===== config.mk =====
export PLATFORM = sky130hd
export DESIGN_NAME = axi_read_arbiter
export DESIGN_NICKNAME = d
export VERILOG_FILES = /design/src/rtl/axi_read_arbiter.sv
export SDC_FILE = /design/constraint.sdc
export NUM_CORES = 1
export LEC_CHECK = 0
export CAP_MARGIN = 30
export CORE_AREA = 3 3 171 173
export DETAILED_ROUTE_END_ITERATION = 8
export DIE_AREA = 0 0 174 176
export PLACE_DENSITY = 0.55
export SLEW_MARGIN = 5
export SYNTH_ARGS = -nofsm -noshare
export SYNTH_HDL_FRONTEND = slang
export SYNTH_SLANG_ARGS = --single-unit

===== constraint.sdc =====
create_clock -name clock -period 6.5 [get_ports clock]
set_input_delay 1.3 -clock clock [delete_from_list [all_inputs] [get_ports clock]]
set_output_delay 1.3 -clock clock [all_outputs]
set_load 0.005 [all_outputs]

===== src/rtl/axi_read_arbiter.sv =====
// Two-master AXI read-port arbiter: picks one master per transaction,
// registers its AR request toward the slave and steers R beats back to
// the owner until the final beat.
module axi_read_arbiter #(
   parameter int AW    = 64,
   parameter int DW    = 64,
   parameter int RR_EN = 1
) (
   input  logic          clock,
   input  logic          reset,
   input  logic          m0_ar_valid,
   output logic          m0_ar_ready,
   input  logic [AW-1:0] m0_ar_addr,
   input  logic [7:0]    m0_ar_len,
   input  logic [2:0]    m0_ar_size,
   input  logic [1:0]    m0_ar_burst,
   output logic          m0_r_valid,
   input  logic          m0_r_ready,
   output logic [DW-1:0] m0_r_data,
   output logic [1:0]    m0_r_resp,
   output logic          m0_r_last,
   input  logic          m1_ar_valid,
   output logic          m1_ar_ready,
   input  logic [AW-1:0] m1_ar_addr,
   input  logic [7:0]    m1_ar_len,
   input  logic [2:0]    m1_ar_size,
   input  logic [1:0]    m1_ar_burst,
   output logic          m1_r_valid,
   input  logic          m1_r_ready,
   output logic [DW-1:0] m1_r_data,
   output logic [1:0]    m1_r_resp,
   output logic          m1_r_last,
   output logic          s_ar_valid,
   input  logic          s_ar_ready,
   output logic [AW-1:0] s_ar_addr,
   output logic [7:0]    s_ar_len,
   output logic [2:0]    s_ar_size,
   output logic [1:0]    s_ar_burst,
   input  logic          s_r_valid,
   output logic          s_r_ready,
   input  logic [DW-1:0] s_r_data,
   input  logic [1:0]    s_r_resp,
   input  logic          s_r_last,
   output logic          busy,
   output logic          grant
);

   typedef enum logic [1:0] {IDLE, ADDR, DATA} state_t;

   state_t state, state_nxt;
   logic   win;       // master that would win if accepted this cycle
   logic   accept;    // AR handshake with a master in IDLE
   logic   done;      // final-beat handshake
   logic   last_srv;  // owner of the most recently completed burst
   logic   grant_q;

   // Winner selection: a lone requester wins; a tie goes to the master not
   // served last (round-robin) or to M1 (fixed priority).
   always_comb begin
      win = m1_ar_valid;
      if (m0_ar_valid && m1_ar_valid)
         win = (RR_EN != 0) ? ~last_srv : 1'b1;
   end

   // Next-state logic and all handshake outputs.
   always_comb begin
      state_nxt   = state;
      accept      = 1'b0;
      done        = 1'b0;
      m0_ar_ready = 1'b0;
      m1_ar_ready = 1'b0;
      s_ar_valid  = 1'b0;
      m0_r_valid  = 1'b0;
      m1_r_valid  = 1'b0;
      s_r_ready   = 1'b0;
      case (state)
         IDLE: begin
            // Held off while reset is active so no request is accepted.
            if (!reset && (m0_ar_valid || m1_ar_valid)) begin
               accept      = 1'b1;
               m0_ar_ready = ~win;
               m1_ar_ready = win;
               state_nxt   = ADDR;
            end
         end
         ADDR: begin
            s_ar_valid = 1'b1;
            if (s_ar_ready)
               state_nxt = DATA;
         end
         DATA: begin
            s_r_ready  = grant_q ? m1_r_ready : m0_r_ready;
            m0_r_valid = ~grant_q & s_r_valid;
            m1_r_valid = grant_q & s_r_valid;
            if (s_r_valid && s_r_ready && s_r_last) begin
               done      = 1'b1;
               state_nxt = IDLE;
            end
         end
         default: state_nxt = IDLE;
      endcase
   end

   // State register.
   always_ff @(posedge clock or posedge reset) begin
      if (reset) state <= IDLE;
      else       state <= state_nxt;
   end

   // Latched AR fields, current owner and last-served pointer.
   always_ff @(posedge clock or posedge reset) begin
      if (reset) begin
         s_ar_addr  <= '0;
         s_ar_len   <= '0;
         s_ar_size  <= '0;
         s_ar_burst <= '0;
         grant_q    <= 1'b0;
         last_srv   <= 1'b0;
      end else begin
         if (accept) begin
            s_ar_addr  <= win ? m1_ar_addr  : m0_ar_addr;
            s_ar_len   <= win ? m1_ar_len   : m0_ar_len;
            s_ar_size  <= win ? m1_ar_size  : m0_ar_size;
            s_ar_burst <= win ? m1_ar_burst : m0_ar_burst;
            grant_q    <= win;
         end
         if (done)
            last_srv <= grant_q;
      end
   end

   assign m0_r_data = s_r_data;
   assign m1_r_data = s_r_data;
   assign m0_r_resp = s_r_resp;
   assign m1_r_resp = s_r_resp;
   assign m0_r_last = s_r_last;
   assign m1_r_last = s_r_last;
   assign busy      = (state != IDLE);
   assign grant     = grant_q;

endmodule


==> impl_results.md <==
- CP max FO: 6
- Layout area overhead: 43.63%
- Yosys top cell area share: 0.4110
- Peak supply drop: 0.0001205 V
- Initial antenna violation count: 1
- Ys Warns: 0
- Max Cap Viol: 0
- Port bufs: 249
- Die Height: ~180 um
- Mean Syn Cell Area: ~9.6 um2
- Clk_lat worst skew: 0.35 ns
- Final WS setup: 2.264 ns
- Tcrit/Tclk final: 0.6517
- HPWL after DPL: 14440 um
- RePlAce Congestion: 0.7443
- Most frequent cells in the layout: clkdlybuf4s50_1, dfrtp_1, nand2_1
- RSZ-0062 raised after global routing: no
- I/O pin count: between 400 and 500
- Core area: around 28000 um2
- Synth cell types: 23
- Filler instances: 2981
- Yosys reg bits: 81
- Vias per cell: 4.283
- DIE AREA: 30620 um2
- Total grt overflow: 0
- Detailed Route WL: about 20000 um
- Critical Path RT: between 5 and 6 ns
- Clock Tree Buf Depth: 2
- Post-cts sizing count: 0
- Cell Count, Final, Fillers Out: ~990
- WS Path Type: in -> out
- Total Neg Setup Slack: 0 ns
- CTS Hold Bufs: 0
- Worst Setup Start Kind: input pin
- Post-route DRC violation count: 0
- CTS buffer count: 9
- DR iter-0 viols: approximately 300
- Synthesized area: roughly 4900 um2
- Leakage: roughly 2.7 nW
- Die X-Extent: around 170 um
- Clock tree sinks: between 80 and 90
- Min cycle time layout: about 4.2 ns
- Most area-hungry cell type in the Yosys netlist: dfrtp_1
- First-pass GRT wire length: 29510 um
- Avg WL per Cell: just over 20 um
- Worst min path class: reg -> reg
- Placed Cells: approximately 1000
- DR vias: 4244
- Pwr dens: ~380 nW/um2
- Hold WS: 0.5142 ns
- Hold Vio Cnt, Final: 0
- Peak Freq: roughly 240 MHz
- Worst setup EP type: primary output
- Worst slew pin tran: between 1 and 1.5 ns
- Number of buffers added for setup after CTS: 0
- Area contributors post-synth: dfrtp_1, buf_4, a221o_1
- CTS clk-pin slew, worst paths: 0.07 ns
- Syn_nets: 745
- Most common cell after layout, fill and taps aside: clkdlybuf4s50_1
- Max-slew violations: 0
- Root Buffer: clkbuf_16
- Total chip power: between 0.002 and 0.003 W
- Nets: roughly 840
- Aggregate global-route resource usage: 0.1274
- CTS tree: built
- Status: completed
- Share of cells above drive strength 1: 0.08660
- Site Rows: 61
- Post-synthesis sequential area ratio: 0.4110
- Arr. time, crit path: about 2.9 ns
- Max_slew headroom: 0.3258
- H-tree levels: 3
- Vias in the first global route: between 4000 and 5000
- Largest net degree at the start of global routing: between 70 and 80
- Post-route clock skew: between 0.01 and 0.015 ns
- Mapped Cells: a little over 500
- Final setup fails: 0
- Worst slack, placed: between 2 and 2.5 ns
- Initial Util: 0.1775
- DR pass1 iterations: 4
- Antenna-violating nets left: 0
[area by class of cell]
type                    count  area [um2]  share of cell area
flip-flops and latches     81        2027              0.2861
clock inverters             7       70.07            0.009891
diodes                      1       2.502           0.0003532
repair buffers            258        2575              0.3635
multi-input cells         253        1695              0.2393
well taps                 378       473.0             0.06676
clock buffers               9       225.2             0.03179
inverters                   4       16.27            0.002296
[path summary, 6_finish.rpt]
check | startpoint | to | slack [ns] | depth (start not counted)
worst max-delay path | reset | m0_ar_ready | 2.26 | 4
worst min-delay path | s_ar_addr[46]$_DFFE_PP0P_ | s_ar_addr[46]$_DFFE_PP0P_ | 0.51 | 1
worst max register to register | state[0]$_DFFE_PP0P_ | s_ar_addr[43]$_DFFE_PP0P_ | 4.20 | 4
worst min register to register | s_ar_addr[46]$_DFFE_PP0P_ | s_ar_addr[46]$_DFFE_PP0P_ | 0.51 | 1
max in group asynchronous | reset | s_ar_len[6]$_DFFE_PP0P_ | 3.97 | 3
min in group asynchronous | reset | s_ar_len[3]$_DFFE_PP0P_ | 1.45 | 2
[per-stage QoR]
step                  util  area, um2
floorplan                -       4932
global placement    0.2433       6759
detailed placement  0.2433       6759
CTS                 0.2539       7054
global route        0.2550       7084
finish              0.2550       7084
[layer usage]
| layer | vias to the layer above | global-route usage | share of wire |
|---|---|---|---|
| met1 | 2055 | 0.1401 | 0.37 |
| met5 | - | 0 | 0 |
| met4 | 0 | 0.04256 | 0.022 |
| met3 | 34 | 0.05140 | 0.10 |
| li1 | 1891 | - | - |
| met2 | 264 | 0.2241 | 0.51 |
[synthesized netlist by cell type (all sizes together)]
cell / n
a21oi: 1
a221o: 77
and3: 1
buf: 153
clkbuf: 25
dfrtp: 81
inv: 4
mux2: 1
mux2i: 1
nand2: 80
nand2b: 2
nor2: 2
nor2b: 1
nor3: 81
nor3b: 1
o21ai: 3
or2: 1
or3: 1
[cells by family after synthesis]
kind of cell | share of synthesized area
AOI/OAI and AO/OA | 0.1603
muxes | 0.004312
buffers and inverters | 0.2504
and+or+nand+nor | 0.1740
DFF | 0.4110
[where the power goes]
| group | internal, W | switching, W |
|---|---|---|
| Clock | 0.000272 | 0.000261 |
| Sequential | 0.000741 | 0.000142 |
| Combinational | 0.000748 | 0.000494 |
[registers in the layout (all words and copies together), names as in the netlist]
register and cells:
grant 1, state 2, s_ar_addr 64, s_ar_len 8, s_ar_burst 2, s_ar_size 3
last_srv 1
[critical path, stage by stage]
cell and delay [ns]:
clkdlybuf4s50_1 0.46, or3_4 0.41, nor3b_2 0.23, clkdlybuf4s50_1 0.54
Note: power is estimated with default switching activity, not from simulation.
